## src/rtl/systolic_sched_pkg.sv

```systemverilog
// Shared definitions for the systolic array scheduler.
// Contents: top-level and stream-feeder state encodings, and the length of
// the array clear pulse (CLEAR_CYCLES) with its terminal counter value.
package systolic_pkg;

  typedef enum logic [2:0] {
    IDLE      = 3'd0,
    CHECK     = 3'd1,
    CLEAR     = 3'd2,
    RUN       = 3'd3,
    WAIT_CMPL = 3'd4,
    DRAIN     = 3'd5,
    FIN       = 3'd6
  } top_state_e;

  typedef enum logic [2:0] {
    F_IDLE = 3'd0,
    F_LOAD = 3'd1,
    F_PUSH = 3'd2,
    F_REL  = 3'd3,
    F_DONE = 3'd4
  } feed_state_e;

  localparam int         CLEAR_CYCLES = 2;
  localparam logic [1:0] CLR_LAST     = 2'(CLEAR_CYCLES - 1);

endpackage

```

## src/rtl/sched_stream.sv

```systemverilog
// Stream feeder: splits one stream's row total into chunks of at most
// BUFFER_SZ rows; for each chunk it requests the loader, then pushes the
// chunk into the array, then waits for the push handshake to release.
// Ports:
//   clk, reset            clock, asynchronous active-high reset
//   start_i, total_i      begin a stream of total_i rows (total_i != 0)
//   load_req_o/len_o/ack_i loader handshake for the current chunk
//   wen_o, buffer_index_o, in_total_o, pushed_i   array push handshake
//   done_o                all rows of the stream have been pushed
module sched_stream
  import systolic_pkg::*;
#(
  parameter int BUFFER_SZ    = 32,
  parameter int INDEX_WIDTH  = 6,
  parameter int STREAM_WIDTH = 32
) (
  input  logic                    clk,
  input  logic                    reset,
  input  logic                    start_i,
  input  logic [STREAM_WIDTH-1:0] total_i,
  output logic                    load_req_o,
  output logic [INDEX_WIDTH-1:0]  load_len_o,
  input  logic                    load_ack_i,
  output logic                    wen_o,
  output logic [INDEX_WIDTH-1:0]  buffer_index_o,
  output logic [STREAM_WIDTH-1:0] in_total_o,
  input  logic                    pushed_i,
  output logic                    done_o
);

  localparam logic [STREAM_WIDTH-1:0] BUF_S = STREAM_WIDTH'(BUFFER_SZ);
  localparam logic [INDEX_WIDTH-1:0]  BUF_L = INDEX_WIDTH'(BUFFER_SZ);

  feed_state_e             state_q, state_d;
  logic [STREAM_WIDTH-1:0] rem_q, rem_d, tot_q, tot_d;
  logic [INDEX_WIDTH-1:0]  len_q, len_d;
  logic                    load_req_q, load_req_d, wen_q, wen_d;

  // Chunk length for a given number of remaining rows.
  function automatic logic [INDEX_WIDTH-1:0] chunk(input logic [STREAM_WIDTH-1:0] r);
    if (r > BUF_S) chunk = BUF_L;
    else           chunk = r[INDEX_WIDTH-1:0];
  endfunction

  // Next-state and chunk bookkeeping.
  always_comb begin
    state_d = state_q;
    rem_d   = rem_q;
    tot_d   = tot_q;
    len_d   = len_q;
    case (state_q)
      F_IDLE, F_DONE: begin
        if (start_i) begin
          tot_d   = total_i;
          rem_d   = total_i;
          len_d   = chunk(total_i);
          state_d = F_LOAD;
        end else begin
          state_d = state_q;
        end
      end
      F_LOAD: begin
        if (load_ack_i) state_d = F_PUSH;
        else            state_d = F_LOAD;
      end
      F_PUSH: begin
        if (pushed_i) state_d = F_REL;
        else          state_d = F_PUSH;
      end
      F_REL: begin
        if (!pushed_i) begin
          // Saturating subtract: remaining never wraps below zero.
          if (rem_q > STREAM_WIDTH'(len_q)) rem_d = rem_q - STREAM_WIDTH'(len_q);
          else                              rem_d = {STREAM_WIDTH{1'b0}};
          if (rem_d == {STREAM_WIDTH{1'b0}}) begin
            state_d = F_DONE;
          end else begin
            len_d   = chunk(rem_d);
            state_d = F_LOAD;
          end
        end else begin
          state_d = F_REL;
        end
      end
      default: state_d = F_IDLE;
    endcase
    load_req_d = (state_d == F_LOAD);
    wen_d      = (state_d == F_PUSH);
  end

  // State and output registers.
  always_ff @(posedge clk or posedge reset) begin
    if (reset) begin
      state_q    <= F_IDLE;
      rem_q      <= {STREAM_WIDTH{1'b0}};
      tot_q      <= {STREAM_WIDTH{1'b0}};
      len_q      <= {INDEX_WIDTH{1'b0}};
      load_req_q <= 1'b0;
      wen_q      <= 1'b0;
    end else begin
      state_q    <= state_d;
      rem_q      <= rem_d;
      tot_q      <= tot_d;
      len_q      <= len_d;
      load_req_q <= load_req_d;
      wen_q      <= wen_d;
    end
  end

  assign load_req_o     = load_req_q;
  assign load_len_o     = len_q;
  // The array raises pushed in response to wen; gating keeps the two from
  // ever being seen high together.
  assign wen_o          = wen_q & ~pushed_i;
  assign buffer_index_o = len_q;
  assign in_total_o     = tot_q;
  assign done_o         = (state_q == F_DONE);

endmodule

```

## src/rtl/systolic_sched.sv

```systemverilog
// Systolic array job scheduler. Latches a job, validates it, clears the
// array for CLEAR_CYCLES cycles, feeds the up and left streams in parallel,
// waits for the array to complete, hands the accumulators to the drain
// side, then pulses done.
// Ports: clk/reset (async active-high); job: start, total_up/left,
// compact_en_up/left, busy, done, cfg_err; loader: load_req/len/ack per
// stream; array: sys_resetn, sys_en, wen/buffer_index/in_total/pushed per
// stream, complete, pe_en_up/left, compact_en_up_o/left_o; drain:
// acc_valid, acc_taken.
// Optional feature: define SYSTOLIC_SCHED_TIMEOUT_EN to add a watchdog that
// aborts WAIT_CMPL with cfg_err after TIMEOUT_CYCLES cycles.
module systolic_sched
  import systolic_pkg::*;
#(
  parameter int ARRAY_DIM      = 32,
  parameter int DIM_WIDTH      = 5,
  parameter int BUFFER_SZ      = 32,
  parameter int INDEX_WIDTH    = 6,
  parameter int STREAM_WIDTH   = 32,
  parameter int TIMEOUT_CYCLES = 65536
) (
  input  logic                    clk,
  input  logic                    reset,
  input  logic                    start,
  input  logic [STREAM_WIDTH-1:0] total_up,
  input  logic [STREAM_WIDTH-1:0] total_left,
  input  logic [DIM_WIDTH-2:0]    compact_en_up,
  input  logic [DIM_WIDTH-2:0]    compact_en_left,
  output logic                    busy,
  output logic                    done,
  output logic                    cfg_err,
  output logic                    load_req_up,
  output logic [INDEX_WIDTH-1:0]  load_len_up,
  input  logic                    load_ack_up,
  output logic                    load_req_left,
  output logic [INDEX_WIDTH-1:0]  load_len_left,
  input  logic                    load_ack_left,
  output logic                    sys_resetn,
  output logic                    sys_en,
  output logic                    wen_up,
  output logic                    wen_left,
  output logic [INDEX_WIDTH-1:0]  buffer_index_up,
  output logic [INDEX_WIDTH-1:0]  buffer_index_left,
  output logic [STREAM_WIDTH-1:0] in_total_up,
  output logic [STREAM_WIDTH-1:0] in_total_left,
  input  logic                    pushed_up,
  input  logic                    pushed_left,
  input  logic                    complete,
  output logic [ARRAY_DIM-1:0]    pe_en_up,
  output logic [ARRAY_DIM-1:0]    pe_en_left,
  output logic [DIM_WIDTH-2:0]    compact_en_up_o,
  output logic [DIM_WIDTH-2:0]    compact_en_left_o,
  output logic                    acc_valid,
  input  logic                    acc_taken
);

  top_state_e              state_q, state_d;
  logic [STREAM_WIDTH-1:0] tu_q, tu_d, tl_q, tl_d;
  logic [DIM_WIDTH-2:0]    cu_q, cu_d, cl_q, cl_d;
  logic [ARRAY_DIM-1:0]    peu_q, peu_d, pel_q, pel_d;
  logic [1:0]              clr_q, clr_d;
  logic                    cmpl_seen_q, cmpl_seen_d;
  logic                    busy_q, busy_d, done_q, done_d, err_q, err_d;
  logic                    rstn_q, rstn_d, sys_en_q, sys_en_d, accv_q, accv_d;
  logic                    feed_start_s, fup_done_s, flf_done_s, to_hit_s;

  // Bit k enabled iff k < 4*c; the loop bound caps it at ARRAY_DIM.
  function automatic logic [ARRAY_DIM-1:0] pe_mask(input logic [DIM_WIDTH-2:0] c);
    pe_mask = {ARRAY_DIM{1'b0}};
    for (int k = 0; k < ARRAY_DIM; k++) pe_mask[k] = (k < int'({c, 2'b00}));
  endfunction

`ifdef SYSTOLIC_SCHED_TIMEOUT_EN
  localparam int TO_W = $clog2(TIMEOUT_CYCLES + 1);
  logic [TO_W-1:0] to_cnt_q, to_cnt_d;

  // Watchdog counts cycles spent in WAIT_CMPL, restarting on every entry.
  always_comb begin
    if (state_q == WAIT_CMPL) to_cnt_d = to_cnt_q + TO_W'(1);
    else                      to_cnt_d = {TO_W{1'b0}};
    to_hit_s = (state_q == WAIT_CMPL) && (to_cnt_q == TO_W'(TIMEOUT_CYCLES - 1));
  end

  // Watchdog counter register.
  always_ff @(posedge clk or posedge reset) begin
    if (reset) to_cnt_q <= {TO_W{1'b0}};
    else       to_cnt_q <= to_cnt_d;
  end
`else
  assign to_hit_s = 1'b0;
`endif

  // Top-level next state, job latching and registered-output next values.
  always_comb begin
    state_d      = state_q;
    tu_d         = tu_q;
    tl_d         = tl_q;
    cu_d         = cu_q;
    cl_d         = cl_q;
    peu_d        = peu_q;
    pel_d        = pel_q;
    clr_d        = clr_q;
    cmpl_seen_d  = cmpl_seen_q;
    err_d        = 1'b0;
    feed_start_s = 1'b0;
    case (state_q)
      IDLE: begin
        if (start) begin
          tu_d    = total_up;
          tl_d    = total_left;
          cu_d    = compact_en_up;
          cl_d    = compact_en_left;
          state_d = CHECK;
        end else begin
          state_d = IDLE;
        end
      end
      CHECK: begin
        if ((tu_q == {STREAM_WIDTH{1'b0}}) || (tl_q == {STREAM_WIDTH{1'b0}}) ||
            (cu_q == {(DIM_WIDTH-1){1'b0}}) || (cl_q == {(DIM_WIDTH-1){1'b0}})) begin
          err_d   = 1'b1;
          state_d = FIN;
        end else begin
          peu_d   = pe_mask(cu_q);
          pel_d   = pe_mask(cl_q);
          clr_d   = 2'd0;
          state_d = CLEAR;
        end
      end
      CLEAR: begin
        cmpl_seen_d = 1'b0;
        if (clr_q == CLR_LAST) begin
          feed_start_s = 1'b1;
          state_d      = RUN;
        end else begin
          clr_d = clr_q + 2'd1;
        end
      end
      RUN: begin
        // An early complete is remembered and honoured in WAIT_CMPL.
        if (complete) cmpl_seen_d = 1'b1;
        else          cmpl_seen_d = cmpl_seen_q;
        if (fup_done_s && flf_done_s) state_d = WAIT_CMPL;
        else                          state_d = RUN;
      end
      WAIT_CMPL: begin
        if (complete || cmpl_seen_q) begin
          state_d = DRAIN;
        end else if (to_hit_s) begin
          err_d   = 1'b1;
          state_d = FIN;
        end else begin
          state_d = WAIT_CMPL;
        end
      end
      DRAIN: begin
        if (acc_taken) state_d = FIN;
        else           state_d = DRAIN;
      end
      FIN:     state_d = IDLE;
      default: state_d = IDLE;
    endcase
    busy_d   = state_d inside {CHECK, CLEAR, RUN, WAIT_CMPL, DRAIN};
    done_d   = (state_d == FIN);
    rstn_d   = (state_d != CLEAR);
    sys_en_d = (state_d == RUN) || (state_d == WAIT_CMPL);
    accv_d   = (state_d == DRAIN);
  end

  // State, job and output registers.
  always_ff @(posedge clk or posedge reset) begin
    if (reset) begin
      state_q     <= IDLE;
      tu_q        <= {STREAM_WIDTH{1'b0}};
      tl_q        <= {STREAM_WIDTH{1'b0}};
      cu_q        <= {(DIM_WIDTH-1){1'b0}};
      cl_q        <= {(DIM_WIDTH-1){1'b0}};
      peu_q       <= {ARRAY_DIM{1'b0}};
      pel_q       <= {ARRAY_DIM{1'b0}};
      clr_q       <= 2'd0;
      cmpl_seen_q <= 1'b0;
      busy_q      <= 1'b0;
      done_q      <= 1'b0;
      err_q       <= 1'b0;
      rstn_q      <= 1'b0;
      sys_en_q    <= 1'b0;
      accv_q      <= 1'b0;
    end else begin
      state_q     <= state_d;
      tu_q        <= tu_d;
      tl_q        <= tl_d;
      cu_q        <= cu_d;
      cl_q        <= cl_d;
      peu_q       <= peu_d;
      pel_q       <= pel_d;
      clr_q       <= clr_d;
      cmpl_seen_q <= cmpl_seen_d;
      busy_q      <= busy_d;
      done_q      <= done_d;
      err_q       <= err_d;
      rstn_q      <= rstn_d;
      sys_en_q    <= sys_en_d;
      accv_q      <= accv_d;
    end
  end

  sched_stream #(
    .BUFFER_SZ(BUFFER_SZ), .INDEX_WIDTH(INDEX_WIDTH), .STREAM_WIDTH(STREAM_WIDTH)
  ) u_up (
    .clk(clk), .reset(reset), .start_i(feed_start_s), .total_i(tu_q),
    .load_req_o(load_req_up), .load_len_o(load_len_up), .load_ack_i(load_ack_up),
    .wen_o(wen_up), .buffer_index_o(buffer_index_up), .in_total_o(in_total_up),
    .pushed_i(pushed_up), .done_o(fup_done_s)
  );

  sched_stream #(
    .BUFFER_SZ(BUFFER_SZ), .INDEX_WIDTH(INDEX_WIDTH), .STREAM_WIDTH(STREAM_WIDTH)
  ) u_left (
    .clk(clk), .reset(reset), .start_i(feed_start_s), .total_i(tl_q),
    .load_req_o(load_req_left), .load_len_o(load_len_left), .load_ack_i(load_ack_left),
    .wen_o(wen_left), .buffer_index_o(buffer_index_left), .in_total_o(in_total_left),
    .pushed_i(pushed_left), .done_o(flf_done_s)
  );

  assign busy              = busy_q;
  assign done              = done_q;
  assign cfg_err           = err_q;
  assign sys_resetn        = rstn_q;
  assign sys_en            = sys_en_q;
  assign acc_valid         = accv_q;
  assign pe_en_up          = peu_q;
  assign pe_en_left        = pel_q;
  assign compact_en_up_o   = cu_q;
  assign compact_en_left_o = cl_q;

endmodule
```

## config.mk

```make
export PLATFORM = sky130hd
export DESIGN_NAME = systolic_sched
export DESIGN_NICKNAME = d
export VERILOG_FILES = /design/src/rtl/systolic_sched_pkg.sv /design/src/rtl/sched_stream.sv /design/src/rtl/systolic_sched.sv
export SDC_FILE = /design/constraint.sdc
export NUM_CORES = 1
export LEC_CHECK = 0
export ABC_CLOCK_PERIOD_IN_PS = 17100
export CELL_PAD_IN_SITES_DETAIL_PLACEMENT = 1
export CELL_PAD_IN_SITES_GLOBAL_PLACEMENT = 1
export CORE_MARGIN = 2
export CORE_UTILIZATION = 43
export DETAILED_ROUTE_END_ITERATION = 7
export PLACE_DENSITY_LB_ADDON = 0.1
export SLEW_MARGIN = 5
export SYNTH_ARGS = -nofsm -noshare
export SYNTH_HDL_FRONTEND = slang
export SYNTH_SLANG_ARGS = --single-unit
```

## constraint.sdc

```tcl
create_clock -name clk -period 17.1 [get_ports clk]
set_input_delay 5.13 -clock clk [delete_from_list [all_inputs] [get_ports clk]]
set_output_delay 5.13 -clock clk [all_outputs]
set_load 0.005 [all_outputs]
```

# [Word-level counts from Yosys, hierarchy flattened]
# Index checks and enable logic that the tools add are counted.
[word_totals] word_cells=223 output_inout_bits=170 register_bits=298 inputBits=81
[classes] n_lt_le_gt_ge=70 add_sub_neg=3 n_eq_ne=34 bitwise_logic=5 n_reduce_logical=32 mux=52
[ops] cell="32-bit two-way mux" n=10
[ops] cell="5-bit by 6-bit < comparator with 1-bit output, first input constant" n=32
[ops] cell="32-bit by 6-bit greater-than comparator with 1-bit output, second input constant" n=4
[ops] cell="32-bit logical NOT" n=4
[ops] cell="32-bit one-hot mux with 2 select lines" n=2
[ops] cell="4-bit by 6-bit < comparator with 1-bit output, first input constant" n=16
[ops] cell="32-bit by 6-bit greater-than comparator with 1-bit output" n=2
[ops] cell="32-bit by 6-bit subtractor with 32-bit output" n=2
[ops] cell="6-bit two-way mux" n=10
[ops] cell="3-bit by 6-bit < comparator with 1-bit output, first input constant" n=8
[ops] cell="3-bit by 2-bit equality test with 1-bit output, second input constant" n=10
[ops] cell="3-bit two-way mux" n=9
[ops] cell="1-bit by 6-bit < comparator with 1-bit output, first input constant" n=4
[ops] cell="2-bit by 6-bit < comparator with 1-bit output, first input constant" n=4
[ops] cell="3-bit one-hot mux with 4 select lines" n=2
[ops] cell="6-bit one-hot mux with 2 select lines" n=2
[ops] cell="3-bit equality test, second input constant" n=7
[ops] cell="3-bit by 1-bit equality test with 1-bit output, second input constant" n=6
[ops] cell="2-bit inequality test, second input constant" n=9
[ops] cell="3-bit one-hot mux with 6 select lines" n=1
[ops] cell="2-bit two-way mux" n=5
[ops] cell="2-bit AND reduction" n=5
[ops] cell="3-bit logical NOT" n=3
[ops] cell="1-bit two-way mux" n=9
[ops] cell="other kinds (15)" n=30

# [Depth between registers and ports, before layout]
[depth] word_depth=9 ltp_mapped=14 depth_no_buf=12

# [Cells and area by module]
# From an unflattened synthesis, not the netlist that was laid out.
[unflattened] cells_unflattened=1377 hier_area_um2=13568.0
[modules_own_cells] module="sched_stream (u_left)" n_inst=1 area_per_inst_um2=4558.1 cells_each=556
[modules_own_cells] module="sched_stream (u_up)" n_inst=1 area_per_inst_um2=4553.1 cells_each=482
[modules_own_cells] module="systolic_sched" n_inst=1 area_per_inst_um2=4456.8 cells_each=339

# [Least setup slack after synthesis]
# OpenSTA, ideal clock, no wires.
[synth_timing] path_type="input-to-output" from="input port pushed_up" to="output port wen_up" slack_ns=6.565 path_buffers=1 required_ns=11.970 path_stages=2 arrival_time_ns=5.405 cell_sequence="clkbuf_1 > nor2b_1"
[synth_between] elab_chain_len=2
[synth_lines] element="start: declaration" line="systolic_sched.sv:46" source="input logic pushed_up,"
[synth_lines] element="1-bit inverter" line="sched_stream.sv:114" source="assign wen_o = wen_q & ~pushed_i;"
[synth_lines] element="1-bit bitwise AND" line="sched_stream.sv:114"
[synth_lines] element="end: declaration" line="systolic_sched.sv:40" source="output logic wen_up,"
# Every way passes these cells.

# [Final worst setup path]
[layout_timing] from="input port pushed_left" to="output port wen_left"
[layout_between] elab_chain_len=2
[layout_lines] element="start: declaration" line="systolic_sched.sv:47" source="input logic pushed_left,"
[layout_lines] element="1-bit inverter" line="sched_stream.sv:114"
[layout_lines] element="1-bit bitwise AND" line="sched_stream.sv:114"
[layout_lines] element="end: declaration" line="systolic_sched.sv:41" source="output logic wen_left,"
# Every way passes these cells.

==> flow_metrics.env <==
export IMPL_path_depth=3
export IMPL_setup_violations=0
export IMPL_io_pins=251
export IMPL_holdBufCountCts=0
export IMPL_grt_pass1_wl_microns=64600
export IMPL_htree_levels=1
export IMPL_required_ps=11970
export IMPL_comb_power_share=0.414
export IMPL_clock_latency_ps=560
export IMPL_fin_crit_sh=0.671
export IMPL_drv_cap=0
export IMPL_finalHoldViolations=0
export IMPL_p_per_area_nw_per_um2=186
export IMPL_dieArea_sq_um=31400
export IMPL_rr_startpoint="u_left.buffer_index_o[0]$_DFFE_PP0P_"
export IMPL_worstReg2RegEnd="u_left.wen_q$_DFF_PP0_"
export IMPL_nNetsFinal=1641
export IMPL_ir_drop_uv=90.6
export IMPL_numCtsBuffers=29
export IMPL_setup_tns_ps=0
export IMPL_tightest_slew_ps=1240
export IMPL_ys_flop_type="dfrtp_1"
export IMPL_layout_drive_gt1_share=0.115
export IMPL_relSlewSlack=0.169
export IMPL_overflow=0
export IMPL_swShare=0.385
export IMPL_ys_seq_area_frac=0.485
export IMPL_ys_warn_count=0
export IMPL_dr_pass1_iters=5
export IMPL_p_switching_mw=1.17
export IMPL_crit_top_cell="clkdlybuf4s50_1"
export IMPL_worstSetupEndpointType="output pin"
export IMPL_rsz0062_at_grt="no"
export IMPL_crit_slowest_cell="clkdlybuf4s50_1"
export IMPL_async_flop_share=1.00
export IMPL_drv_slew=0
export IMPL_grt_total_usage=0.259
export IMPL_drt_initial_drc_count=692
export IMPL_intPower_mw=1.87
export IMPL_rows=63
export IMPL_tritoncts="done"
export IMPL_endpoint="wen_left"
export IMPL_worstSetupStartpoint="pushed_left"
export IMPL_vias=11200
export IMPL_drc=0
export IMPL_reg2reg_slack_ps=13000
export IMPL_skew_ps=16.2
export IMPL_core_sq_um=29600
export IMPL_syn_area_per_cell_sq_um=9.34
export IMPL_critPathLaunchType="primary input"
export IMPL_path_max_fanout=5
export IMPL_clk_pin_slew_worst_paths_ps=60
export IMPL_antenna_found_initial=3
export IMPL_arrival_ps=6350
export IMPL_wl_microns=40800
export IMPL_reg2reg_depth=11
export IMPL_hold_path_class="reg -> reg"
export IMPL_syn_inst=1382
export IMPL_crit_type="in -> out"
export IMPL_syn_to_final_growth_pct=26.6
export IMPL_hpwl_microns=28400
export IMPL_fmax_mhz=87.1
export IMPL_die_w_microns=177
export IMPL_crit_family="buffers and inverters"
export IMPL_syn_area_sq_um=12900
export IMPL_slowest_delay_ps=550
export IMPL_place_gp_congestion=0.845
export IMPL_wl_per_cell_microns=20.9
export IMPL_cts_resized=0
export IMPL_crit_chain="clkdlybuf4s50_1 -> nor2b_1 -> clkdlybuf4s50_1"
export IMPL_grt_pass1_vias=11600
export IMPL_die_h_microns=177
export IMPL_period_minus_slack_ps=11480
export IMPL_grt_max_degree=154
export IMPL_cts_root_buf="clkbuf_16"
export IMPL_cts_sinks=250
export IMPL_synth_edff_count=0
export IMPL_yosys_register_bits=250
export IMPL_clkPwrFrac=0.224
export IMPL_clk_path_buf_depth=3
export IMPL_status="complete, no violations"
export IMPL_port_buffers=250
export IMPL_seq_power_share=0.362
export IMPL_synth_cell_types=80
export IMPL_start_util=0.437
export IMPL_postRouteAntennaNets=0
export IMPL_hold_slack_ps=474
export IMPL_post_drt_via_cell_ratio=5.73
export IMPL_postCtsSetupRepairBufs=0
export IMPL_timing_critical_path_buf_inv=2
export IMPL_syn_num_nets=1478
export IMPL_power_leakage_nw=6.93
[cell families (layout without fill, tap and decap cells)]
| kind of cell | Yosys count | after routing | synth area share |
|---|---|---|---|
| adders and majority gates | 15 | 15 | 0.0157 |
| DFF | 250 | 250 | 0.485 |
| muxes | 84 | 84 | 0.0729 |
| AOI/OAI and AO/OA | 302 | 302 | 0.146 |
| other | 0 | 1 | 0 |
| and+or+nand+nor | 545 | 545 | 0.201 |
| buffers and inverters | 168 | 351 | 0.0678 |
| xor gates and xnor gates | 18 | 18 | 0.0122 |
[state kept, by name, indices dropped and copies added (netlist names), 2 cells and up]
| name | flops |
|---|---|
| tl_q | 32 |
| tu_q | 32 |
| u_left.in_total_o | 32 |
| u_left.rem_q | 32 |
| u_up.in_total_o | 32 |
| u_up.rem_q | 32 |
| pe_en_left | 8 |
| pe_en_up | 8 |
| u_left.buffer_index_o | 6 |
| u_up.buffer_index_o | 6 |
| compact_en_left_o | 4 |
| compact_en_up_o | 4 |
| state_q | 3 |
| u_left.state_q | 3 |
| u_up.state_q | 3 |
| clr_q | 2 |
[power by group through the flow]
| stage | Clock (mW) | Combinational, mW | Sequential (mW) |
|---|---|---|---|
| CTS | 0.695 | 1.27 | 1.10 |
| global route | 0.717 | 1.40 | 1.14 |
| global placement | 0 | 1.22 | 1.09 |
| floorplan | 0 | 0.795 | 1.01 |
| finish | 0.681 | 1.26 | 1.10 |
| detailed placement | 0 | 1.25 | 1.10 |
[worst min-delay path by stage]
stage | end | cells after the start | slack (ps) | start
2_1_floorplan | clr_q[1]$_DFFE_PP0P_ | 2 | 450 | clr_q[1]$_DFFE_PP0P_
3_3_place_gp | u_left.in_total_o[9]$_DFFE_PP0P_ | 2 | 460 | u_left.in_total_o[9]$_DFFE_PP0P_
3_5_place_dp | u_left.in_total_o[6]$_DFFE_PP0P_ | 2 | 460 | u_left.in_total_o[6]$_DFFE_PP0P_
4_1_cts | u_up.in_total_o[29]$_DFFE_PP0P_ | 2 | 480 | u_up.in_total_o[29]$_DFFE_PP0P_
5_1_grt | u_up.in_total_o[18]$_DFFE_PP0P_ | 2 | 500 | u_up.in_total_o[18]$_DFFE_PP0P_
6_report | u_up.in_total_o[29]$_DFFE_PP0P_ | 2 | 470 | u_up.in_total_o[29]$_DFFE_PP0P_
[cell usage in the layout, fill, tap and decap left out, drive strengths merged, types with 4 or more instances in the layout]
| cell | synthesis | routed |
|---|---|---|
| clkdlybuf4s50 | 0 | 250 |
| buf | 68 | 13 |
| nor2b | 10 | 10 |
| o31ai | 5 | 5 |
| nand3 | 24 | 24 |
| nand3b | 5 | 5 |
| o21ai | 119 | 119 |
| a31oi | 13 | 13 |
| a32oi | 12 | 12 |
| or3 | 8 | 8 |
| or2 | 10 | 10 |
| nor2 | 86 | 86 |
| inv | 37 | 38 |
| dfrtp | 250 | 250 |
| clkinv | 0 | 5 |
| nand2 | 256 | 256 |
| and2 | 4 | 4 |
| ha | 13 | 13 |
| bufinv | 0 | 7 |
| a22o | 6 | 6 |
| nand2b | 5 | 5 |
| and3 | 5 | 5 |
| a21oi | 77 | 77 |
| nor3 | 62 | 62 |
| nor4 | 44 | 44 |
| o31a | 8 | 8 |
| a21o | 5 | 5 |
| xnor2 | 13 | 13 |
| or4 | 4 | 4 |
| clkbuf | 63 | 36 |
| mux2i | 7 | 7 |
| mux2 | 77 | 77 |
| xor2 | 5 | 5 |
| nand4 | 9 | 9 |
| a211oi | 9 | 9 |
| a22oi | 12 | 12 |
[metrics by stage]
| stage | power [mW] | instance area (sq um) | utilization | worst slack (ps) | cells |
|---|---|---|---|---|---|
| floorplan | 1.81 | 12900 | - | 5100 | 1382 |
| global placement | 2.31 | 15300 | 0.518 | 5640 | 1904 |
| detailed placement | 2.36 | 15300 | 0.518 | 5620 | 1904 |
| CTS | 3.06 | 16300 | 0.553 | 5610 | 1955 |
| global route | 3.25 | 16300 | 0.553 | 5570 | 1955 |
| finish | 3.04 | 16300 | 0.553 | 5620 | 1956 |
[final cells by class]
class	count	area (sq um)
antenna	1	2.50
multi-input combinational	964	5790
sequential	250	6260
fill	3334	13200
clock buffer	36	772
timing repair buffer	263	2610
inverter	37	146
tap	390	488
clock inverter	15	267
[worst min-delay path, cell delays in order (launching register included)]
cell and delay (ps):
dfrtp_1 340, nand2_1 50, nand2_1 50
[synthesized netlist by cell type, drive strengths merged, types with 8 or more instances]
library cell	instances	share of area
inv	37	0.011
nand2	256	0.074
a32oi	12	0.0081
a22oi	12	0.0070
nor2b	10	0.0048
or2	10	0.0048
ha	13	0.013
o31a	8	0.0055
mux2	77	0.067
xnor2	13	0.0088
nor2	86	0.026
nor4	44	0.025
a21oi	77	0.032
a31oi	13	0.0063
nor3	62	0.026
nand4	9	0.0048
dfrtp	250	0.48
or3	8	0.0043
buf	68	0.039
o21ai	119	0.047
nand3	24	0.010
clkbuf	63	0.018
a211oi	9	0.0056
[routing by layer]
| layer | vias to the layer above | global-route usage | part of all wire |
|---|---|---|---|
| li1 | 5160 | - | - |
| met1 | 5647 | 0.359 | 0.46 |
| met2 | 345 | 0.419 | 0.45 |
| met3 | 46 | 0.0569 | 0.076 |
| met4 | 4 | 0.0503 | 0.015 |
| met5 | - | 0 | 0.00064 |
Note: power is estimated with default switching activity, not from simulation.
==> edit: new RTL, config.mk and constraints unchanged <==
`DIM_WIDTH`: 5 -> 4.
--- a/src/rtl/systolic_sched.sv
+++ b/src/rtl/systolic_sched.sv
@@ -15,3 +15,3 @@
   parameter int ARRAY_DIM      = 32,
-  parameter int DIM_WIDTH      = 5,
+  parameter int DIM_WIDTH      = 4,
   parameter int BUFFER_SZ      = 32,
Interface: changed (resized compact_en_left, compact_en_left_o, compact_en_up and compact_en_up_o); port bits go from 251 to 247. The function was not compared with the original's and may differ.
==> edit against the unedited design <==
Sequential cell count fell by 4; routed wire length is 3.6% higher; area after synthesis rose by 2.6%; cell count is 0.56% higher; design area rose by 1.5%; worst setup slack lost 4.2 ps; count of clock-buffer cells in the layout is 1 lower; power is 1.9% higher.
==> edit: results (changes against the unedited design) <==
Synth area leaders=dfrtp_1 47%, mux2_2 9.3%, nand2_1 4.3% (was dfrtp_1 48%, nand2_1 7.4%, mux2_2 6.6%); r2r endpoint=u_left.buffer_index_o[2] (was u_left.wen_q); Async S/R FF share, synth=1.000 (unchanged); Hold Path Depth=2 (unchanged); first-pass GRT wire length=67.97 mm (was 64.58 mm); Reg2Reg Setup Slack=12,790 ps (was 13,000 ps); Hold/Removal Path Class=reg -> reg (unchanged); Compound-Gate Fraction of Synth Area=0.1479 (was 0.1456); area of the multi-input gates=6188 µm² (was 5794 µm²); CP Capture Point=wen_left (unchanged); Commonest cells post-synth=246 x dfrtp_1, 152 x nand2_1, 109 x mux2_2 (was 256 x nand2_1, 250 x dfrtp_1, 115 x o21ai_0); DRT iter0 DRCs=625 (was 692); Mapped Area=13,240 µm² (was 12,900 µm²); Post-CTS Setup Inserts=0 (unchanged); 1st-pass router iterations=4 (was 5); CP peak stage delay=between 500 and 600 ps; Cell Area, Placed=15,540 µm² (was 15,300 µm²); CTS buffer count=28 (was 29); layout cells sized above 1=0.1311 (was 0.1150); Leak Pwr=6.827 nW (was 6.935 nW); CTS Buffer Depth=3 (unchanged); Slew Limit Headroom=0.2223 (was 0.1691); initial antenna violation count=0 (was 3); period utilization=0.6716 (was 0.6713); met3 usage=0.03039 (was 0.05692); fillcell total=3,362 (was 3,334); Peak supply drop=0.09433 mV (was 0.09063 mV); post-synthesis sequential area ratio=0.4651 (was 0.4848); Final HPWL DP=29.91 mm (was 28.37 mm); pin count of the biggest net entering global routing=129 (was 154); met1 global-route usage=0.3181 (was 0.3591); multiplexer share of the synthesized area=0.1015 (was 0.07292); worst-path cell with the longest stage delay=clkdlybuf4s50_1 (unchanged); Antenna Cells=0 (was 1); Adder-Cell Fraction of Synth Area=0.01531 (was 0.01571); M2 GR Usage=0.4772 (was 0.4186); Detailed Route WL=42.30 mm (was 40.81 mm); Clock Latency Late Sink=roughly 550 ps; placer congestion estimate=0.8839 (was 0.8449); Final nets=1,645 (was 1,641); Reg2Reg Depth=11 (unchanged); Clock transition at path regs=60 ps (about the same); Synth Warn #=0 (unchanged); XOR/XNOR Fraction of Synth Area=0.01390 (was 0.01222); vias in the first global route=11,901 (was 11,564); clock skew=13.21 ps (was 16.24 ps); port bufs=238 (was 250); Clock Tree Root=clkbuf_16 (unchanged); crit-path max FO=6 (was 5); CTS resizes=0 (unchanged); Via Count=11,386 (was 11,202); distinct cell type count after synthesis=74 (was 80); Primary FF master, synth=dfrtp_1 (unchanged); status=finished clean (unchanged); GR Util All Layers=0.2599 (was 0.2589)
-- edit: final cells by class --
cell class / count / share of cell area
Clock buffer: 35 / 0.04691
Multi-Input combinational cell: 971 / 0.3730
Timing Repair Buffer: 255 / 0.1513
Clock inverter: 15 / 0.01629
Tap cell: 396 / 0.02987
Inverter: 49 / 0.01154
Sequential cell: 246 / 0.3711
-- edit: stage by stage --
stage / hold WS (ps) / worst slack, ps / cells
global route: 496.4 / 5560 / 1967
detailed placement: 464.6 / 5615 / 1917
global placement: 460.8 / 5635 / 1917
floorplan: 453.8 / 5212 / 1400
finish: 474.5 / 5616 / 1967
CTS: 480.9 / 5606 / 1967
-- edit: logic make-up after synthesis --
logic type / count (synthesis)
adders and majority gates: 15
AOI/OAI and AO/OA: 319
xor gates and xnor gates: 21
buffers and inverters: 183
other: 1
muxes: 119
DFF: 246
and+or+nand+nor: 489
-- edit: worst max-delay path, delay by kind of cell --
family / cells / cell delay (ps)
and+or+nand+nor: 1 / 170
buffers and inverters: 2 / 1050
-- edit: worst min path at each step --
stage / start / slack (ps) / end
floorplan: u_left.rem_q[5] / 450 / u_left.rem_q[5]
global placement: u_up.in_total_o[8] / 460 / u_up.in_total_o[8]
detailed placement: u_up.in_total_o[6] / 460 / u_up.in_total_o[6]
CTS: u_up.in_total_o[6] / 480 / u_up.in_total_o[6]
global route: u_up.in_total_o[29] / 500 / u_up.in_total_o[29]
finish: u_up.in_total_o[6] / 470 / u_up.in_total_o[6]
-- edit: where the power goes --
group | leakage [nW] | switching (mW) | internal (mW)
Clock | 0.512 | 0.256 | 0.429
Combinational | 3.26 | 0.654 | 0.627
Sequential | 3.05 | 0.303 | 0.830
-- edit: layer usage --
metal | up-vias | part of all wire | wire [µm]
li1 | 5282 | - | -
met4 | 0 | 0.033 | 1393
met2 | 230 | 0.53 | 22300
met3 | 79 | 0.033 | 1375
met5 | - | 0 | 0
met1 | 5795 | 0.41 | 17220
